===== src/rtl/lab1_imul_resp_accum_if.sv =====
// Product-in / result-out stream bundle for the response accumulator.
// Both streams use val/rdy: a transfer happens in a cycle where val & rdy are high
// at the rising clock edge. Once val is high, the source holds val and its payload
// until that transfer. rdy may depend combinationally on the other side's signals.
interface lab1_imul_resp_accum_if #(
  parameter int p_nbits     = 32,
  parameter int p_len_nbits = 5
);
  logic                   istream_val;
  logic                   istream_rdy;
  logic [p_nbits-1:0]     istream_msg;
  logic                   ostream_val;
  logic                   ostream_rdy;
  logic [p_nbits-1:0]     ostream_msg;
  logic [p_len_nbits-1:0] ostream_cnt;
  logic                   ostream_ovf;

  // Environment side: produces products and consumes results.
  modport master (
    output istream_val, istream_msg, ostream_rdy,
    input  istream_rdy, ostream_val, ostream_msg, ostream_cnt, ostream_ovf
  );

  // Accumulator side.
  modport slave (
    input  istream_val, istream_msg, ostream_rdy,
    output istream_rdy, ostream_val, ostream_msg, ostream_cnt, ostream_ovf
  );
endinterface


===== src/rtl/lab1_imul_resp_accum.sv =====
// Sums groups of consecutive multiplier products. A group closes at a programmable
// length or on a flush. Each result carries its product count and a sticky carry flag.
module lab1_imul_resp_accum #(
  parameter  int p_nbits     = 32,
  parameter  int p_max_len   = 16,
  localparam int p_len_nbits = $clog2(p_max_len + 1)
) (
  input  logic                   clk,
  input  logic                   reset,
  input  logic [p_len_nbits-1:0] cfg_len,
  input  logic                   flush,
  lab1_imul_resp_accum_if.slave  io,
  output logic [1:0]             o_dbg_state
);

  typedef enum logic [1:0] {
    IDLE  = 2'd0,
    ACCUM = 2'd1,
    DONE  = 2'd2
  } state_e;

  state_e                 r_state;
  state_e                 w_state_nxt;
  logic [p_nbits-1:0]     r_sum;
  logic [p_nbits-1:0]     w_sum_nxt;
  logic [p_len_nbits-1:0] r_cnt;
  logic [p_len_nbits-1:0] w_cnt_nxt;
  logic [p_len_nbits-1:0] r_len;
  logic [p_len_nbits-1:0] w_len_nxt;
  logic                   r_ovf;
  logic                   w_ovf_nxt;

  logic                   w_istream_rdy;
  logic                   w_ostream_val;
  logic                   w_accept;
  logic                   w_fire;
  logic                   w_start;
  logic [p_len_nbits-1:0] w_eff_len;
  logic [p_len_nbits-1:0] w_cnt_inc;
  logic [p_nbits:0]       w_add;

  // Holding reset also gates rdy so nothing is accepted while the block is cleared.
  assign w_ostream_val = (r_state == DONE);
  assign w_istream_rdy = !reset && ((r_state != DONE) || io.ostream_rdy);
  assign w_accept      = io.istream_val && w_istream_rdy;
  assign w_fire        = w_ostream_val && io.ostream_rdy;

  // A group opens on any accept in IDLE, or on an accept that coincides with
  // the result leaving DONE, which keeps a full-rate stream bubble-free.
  assign w_start = w_accept && ((r_state == IDLE) || ((r_state == DONE) && w_fire));

  // Length 0 behaves as 1; anything above the maximum is clamped.
  always_comb begin
    w_eff_len = cfg_len;
    if (cfg_len == '0) begin
      w_eff_len = p_len_nbits'(1);
    end else if (cfg_len > p_len_nbits'(p_max_len)) begin
      w_eff_len = p_len_nbits'(p_max_len);
    end
  end

  assign w_add     = {1'b0, r_sum} + {1'b0, io.istream_msg};
  assign w_cnt_inc = r_cnt + p_len_nbits'(1);

  always_comb begin
    w_state_nxt = r_state;
    w_sum_nxt   = r_sum;
    w_cnt_nxt   = r_cnt;
    w_len_nxt   = r_len;
    w_ovf_nxt   = r_ovf;

    if (w_start) begin
      w_sum_nxt = io.istream_msg;
      w_cnt_nxt = p_len_nbits'(1);
      w_len_nxt = w_eff_len;
      w_ovf_nxt = 1'b0;
      if ((w_eff_len == p_len_nbits'(1)) || flush) begin
        w_state_nxt = DONE;
      end else begin
        w_state_nxt = ACCUM;
      end
    end else begin
      case (r_state)
        IDLE: begin
          w_state_nxt = IDLE;
        end
        ACCUM: begin
          if (w_accept) begin
            w_sum_nxt = w_add[p_nbits-1:0];
            w_ovf_nxt = r_ovf | w_add[p_nbits];
            w_cnt_nxt = w_cnt_inc;
            if ((w_cnt_inc == r_len) || flush) begin
              w_state_nxt = DONE;
            end
          end else if (flush) begin
            w_state_nxt = DONE;
          end
        end
        DONE: begin
          if (w_fire) begin
            w_state_nxt = IDLE;
          end
        end
        default: begin
          w_state_nxt = IDLE;
        end
      endcase
    end
  end

  always_ff @(posedge clk or posedge reset) begin
    if (reset) begin
      r_state <= IDLE;
      r_sum   <= '0;
      r_cnt   <= '0;
      r_len   <= '0;
      r_ovf   <= 1'b0;
    end else begin
      r_state <= w_state_nxt;
      r_sum   <= w_sum_nxt;
      r_cnt   <= w_cnt_nxt;
      r_len   <= w_len_nxt;
      r_ovf   <= w_ovf_nxt;
    end
  end

  assign io.istream_rdy = w_istream_rdy;
  assign io.ostream_val = w_ostream_val;
  assign io.ostream_msg = r_sum;
  assign io.ostream_cnt = r_cnt;
  assign io.ostream_ovf = r_ovf;
  assign o_dbg_state    = r_state;

endmodule


===== src/flat_wrapper.sv =====
// flat-port wrapper written by rule: the top's interface ports become plain ports
module lab1_imul_resp_accum_flat 
#(
  parameter  int p_nbits     = 32,
  parameter  int p_max_len   = 16,
  localparam int p_len_nbits = $clog2(p_max_len + 1)
)
  (clk, reset, cfg_len, flush, o_dbg_state, io_istream_val, io_istream_msg, io_ostream_rdy, io_istream_rdy, io_ostream_val, io_ostream_msg, io_ostream_cnt, io_ostream_ovf);
  lab1_imul_resp_accum_if #(.p_nbits(p_nbits), .p_len_nbits((5))) io_i ();
  input  logic clk;
  input  logic reset;
  input  logic [p_len_nbits-1:0] cfg_len;
  input  logic flush;
  output logic [1:0] o_dbg_state;
  input wire logic [$bits(io_i.istream_val)-1:0] io_istream_val;
  input wire logic [$bits(io_i.istream_msg)-1:0] io_istream_msg;
  input wire logic [$bits(io_i.ostream_rdy)-1:0] io_ostream_rdy;
  output wire logic [$bits(io_i.istream_rdy)-1:0] io_istream_rdy;
  output wire logic [$bits(io_i.ostream_val)-1:0] io_ostream_val;
  output wire logic [$bits(io_i.ostream_msg)-1:0] io_ostream_msg;
  output wire logic [$bits(io_i.ostream_cnt)-1:0] io_ostream_cnt;
  output wire logic [$bits(io_i.ostream_ovf)-1:0] io_ostream_ovf;
  assign io_i.istream_val = io_istream_val;
  assign io_i.istream_msg = io_istream_msg;
  assign io_i.ostream_rdy = io_ostream_rdy;
  assign io_istream_rdy = io_i.istream_rdy;
  assign io_ostream_val = io_i.ostream_val;
  assign io_ostream_msg = io_i.ostream_msg;
  assign io_ostream_cnt = io_i.ostream_cnt;
  assign io_ostream_ovf = io_i.ostream_ovf;
  lab1_imul_resp_accum #(.p_nbits(p_nbits), .p_max_len(p_max_len)) u_core (.clk(clk), .reset(reset), .cfg_len(cfg_len), .flush(flush), .io(io_i), .o_dbg_state(o_dbg_state));
endmodule

===== config.mk =====
export PLATFORM = sky130hd
export DESIGN_NAME = lab1_imul_resp_accum_flat
export DESIGN_NICKNAME = d
export VERILOG_FILES = /design/src/rtl/lab1_imul_resp_accum_if.sv /design/src/rtl/lab1_imul_resp_accum.sv /design/src/flat_wrapper.sv
export SDC_FILE = /design/constraint.sdc
export NUM_CORES = 1
export LEC_CHECK = 0
export CAP_MARGIN = 20
export CORE_MARGIN = 4
export CORE_UTILIZATION = 51
export DETAILED_ROUTE_END_ITERATION = 16
export PLACE_DENSITY = 0.89
export SLEW_MARGIN = 25
export SYNTH_ARGS = -nofsm -noshare
export SYNTH_HDL_FRONTEND = slang
export SYNTH_SLANG_ARGS = --single-unit

===== constraint.sdc =====
create_clock -name clk -period 3.5 [get_ports clk]
set_clock_uncertainty 0.1 [all_clocks]
set_input_delay 0.525 -clock clk [delete_from_list [all_inputs] [get_ports clk]]
set_output_delay 0.525 -clock clk [all_outputs]
set_load 0.01 [all_outputs]

==> out/summary.txt <==
Post-Synth Adder-Cell Area: 0.117
CTS resizes: 0
Reg clk slew, reported paths: 0.10 ns
Area growth syn-to-layout: 28.4%
Max Fanout on Critical Path: 4
Final Util: 0.686
Core Box Area: 6910 µm²
minimum clock period after layout: 3.22 ns
largest family of logic cells by synthesized area: compound AO/OA/AOI/OAI gates
CP required: 3.60 ns
Starting Density: 0.534
Post-CTS Setup Inserts: 0
DPL Wire Length: 7920 µm
flop and latch count out of synthesis: 45
reg2reg setup slack: 0.53 ns
dpl cells: 626
main area contributors after synthesis: dfrtp_1 (31%), ha_1 (11%), a21oi_1 (7.2%)
Mapped Nets: 532
met1 wire length: 4590 µm
clk_lat worst skew: 0.31 ns
CP cell instances: clkdlybuf4s50_1 -> ha_1 -> fa_1 -> a21oi_1 -> nor2b_1 -> a31oi_2 -> o21ai_1 -> a2111o_1 -> a31oi_4 -> nor4_1 -> nor4_1 -> nor2_1
routed vias: 3715
Main synth FF type: dfrtp_1
clk buf depth: 2
Die Span Y: 93.1 µm
R2R depth: 11
Setup CP Type: input pin to flop
worst slew pin tran: 0.650 ns
met3 wire length: 606 µm
Syn Std Cell Area: 3690 µm²
FMAX: 311 MHz
IO Count: 84
Cells after Synth: 456
Yosys top cell area share: 0.305
Compound-Gate Fraction of Synth Area: 0.278
VDD IR max: 0.359 mV
Final Cell Area: 4740 µm²
Crit. End Element: flop
antenna cells: 0
Hold Buf Count CTS: 0
grt ovf: 0
GP Congestion: 0.934
syn_area_per_cell: 8.09 µm²
Simple-Gate Fraction of Synth Area: 0.184
CP max-delay cell: clkdlybuf4s50_1
post-synthesis xor/xnor area fraction: 0.0878
final hold vios: 0
CP delay by family, top: compound AO/OA/AOI/OAI gates
Final ANT Viol Nets: 0
drt first-iter violations: 306
Tcrit/Tclk final: 0.919
largest net degree at the start of global routing: 46
top-count cell post-synth: nand2_1
layout cell share with drive strength beyond 1: 0.0502
Max Used Layer: met4
CTS root buf: clkbuf_8
post-synthesis sequential area ratio: 0.305
final total power: 3620 µW
DR WL/cell: 16.4 µm
Critical Path AT: 3.32 ns
DR WL met2: 5090 µm
RSZ-0062 raised after global routing: false
Synth top cells by count: nand2_1 (61), a21oi_1 (53), o21ai_0 (47)
global-route wire length before repair: 17300 µm
most frequent CP cell: nor4_1
vias in the first global route: 3636
chip width: 93.1 µm
Pwr Density: 764 nW/µm²
hold path depth: 2
Cell Area, Placed: 4650 µm²
TritonCTS buffer count: 5
Crit path depth: 12
Via-to-Cell Ratio: 5.86
Max stage delay on crit path: 0.43 ns
mux cell area share after synthesis: 0
number of buffers and inverters on the critical path: 1
hold slack final: 0.417 ns
post-synth cell types: 50
Layout Cells excl Fill: 634
Slew Limit Fails: 0
clock sinks: 45
Syn. warnings: 0
TritonRoute pass-1 iters: 5
Yosys top cell by area: dfrtp_1
Buffers on Ports: 83
setup violators final: 0
CTS tree: yes
nets@finish: 613
Post-synth ARST share: 1.00
# rows: 30
GRT Overall Usage: 0.244
Residual DRC: 0
H-Tree Level Count: 2
status: finished, final reports clean
MaxCap Viol Count: 0
EDFF count, synth: 0
wirelength, routed: 10400 µm
Rel. slew slack: 0.567
die area: 8660 µm²
antenna violations before repair: 0
Worst setup SP type: input pin
LEAKAGE: 0.00202 µW
worst hold path class: flop to flop
==> stage by stage <==
| step | setup TNS, ns | setup WS (ns) |
|---|---|---|
| after floorplan | 0 | 0.598 |
| after global placement | 0 | 0.0551 |
| after detailed placement | -0.00739 | -0.00739 |
| after CTS | 0 | 0.309 |
| after global routing | 0 | 0.0906 |
| final | 0 | 0.283 |
==> placed cells by master, fill, tap and decap left out, types with 3 or more instances in the layout <==
cell	netlist	layout
clkdlybuf4s50_1	0	83
nand2_1	61	61
a21oi_1	53	53
o21ai_0	47	47
dfrtp_1	45	45
ha_1	33	33
nor2_1	31	30
xnor2_1	20	20
xor2_1	17	17
a22oi_1	11	11
nand3_1	10	10
buf_4	0	10
o22ai_1	9	9
nor2b_1	8	8
o21a_1	8	8
inv_1	8	7
a21o_1	7	7
nor3_1	7	7
nand4_1	5	5
nor4_1	5	5
clkbuf_8	0	5
a31oi_1	4	4
nand3b_1	4	4
nand2b_1	3	3
and2_1	3	3
or3_1	3	3
o21ai_1	3	3
==> power breakdown <==
| group | internal [µW] | total [µW] | switching (µW) |
|---|---|---|---|
| logic | 1150 | 2390 | 1240 |
| registers | 702 | 882 | 180 |
| clock network | 142 | 342 | 200 |
| total | 1990 | 3620 | 1620 |
==> worst paths after layout <==
path	endpoint	startpoint
min in group asynchronous	u_core.o_dbg_state[0]$_DFFE_PP0P_	reset
setup reg to reg	u_core.io.ostream_ovf$_DFFE_PP0P_	u_core.io.ostream_msg[0]$_DFFE_PP0P_
setup / recovery	u_core.io.ostream_ovf$_DFFE_PP0P_	io_istream_msg[0]
hold reg to reg	u_core.r_len[3]$_DFFE_PP0P_	u_core.r_len[3]$_DFFE_PP0P_
max in group asynchronous	u_core.io.ostream_msg[21]$_DFFE_PP0P_	reset
hold / removal	u_core.r_len[3]$_DFFE_PP0P_	u_core.r_len[3]$_DFFE_PP0P_
==> cell families after synthesis <==
logic type,count (synthesis)
AOI/OAI and AO/OA,166
and+or+nand+nor,147
DFF,45
xor gates and xnor gates,37
adders and majority gates,34
buffers and inverters,27
==> routing by layer <==
layer,GRT usage,vias to the layer above
met5,0,-
li1,-,1826
met3,0.0338,9
met1,0.325,1746
met4,0.0611,0
met2,0.418,134
==> state kept, by name (all words and copies together), names as in the netlist <==
register / count
u_core.io.ostream_msg: 32
u_core.io.ostream_cnt: 5
u_core.r_len: 5
u_core.o_dbg_state: 2
u_core.io.ostream_ovf: 1
==> layout make-up <==
class | count | area, µm²
Clock buffer | 5 | 68.8
Clock inverter | 3 | 22.5
Fill cell | 585 | 2170
Inverter | 8 | 30.0
Multi-Input combinational cell | 384 | 2460
Sequential cell | 45 | 1130
Tap cell | 96 | 120
Timing Repair Buffer | 93 | 906
==> worst reg2reg max path: cells and delay by family, from the launching register on <==
kind            cells  cell delay, ns
compound gates      5            1.18
fa+ha+maj           2            0.67
flops               1            0.40
simple gates        4            0.51
Power figures use the tool's default switching activity.
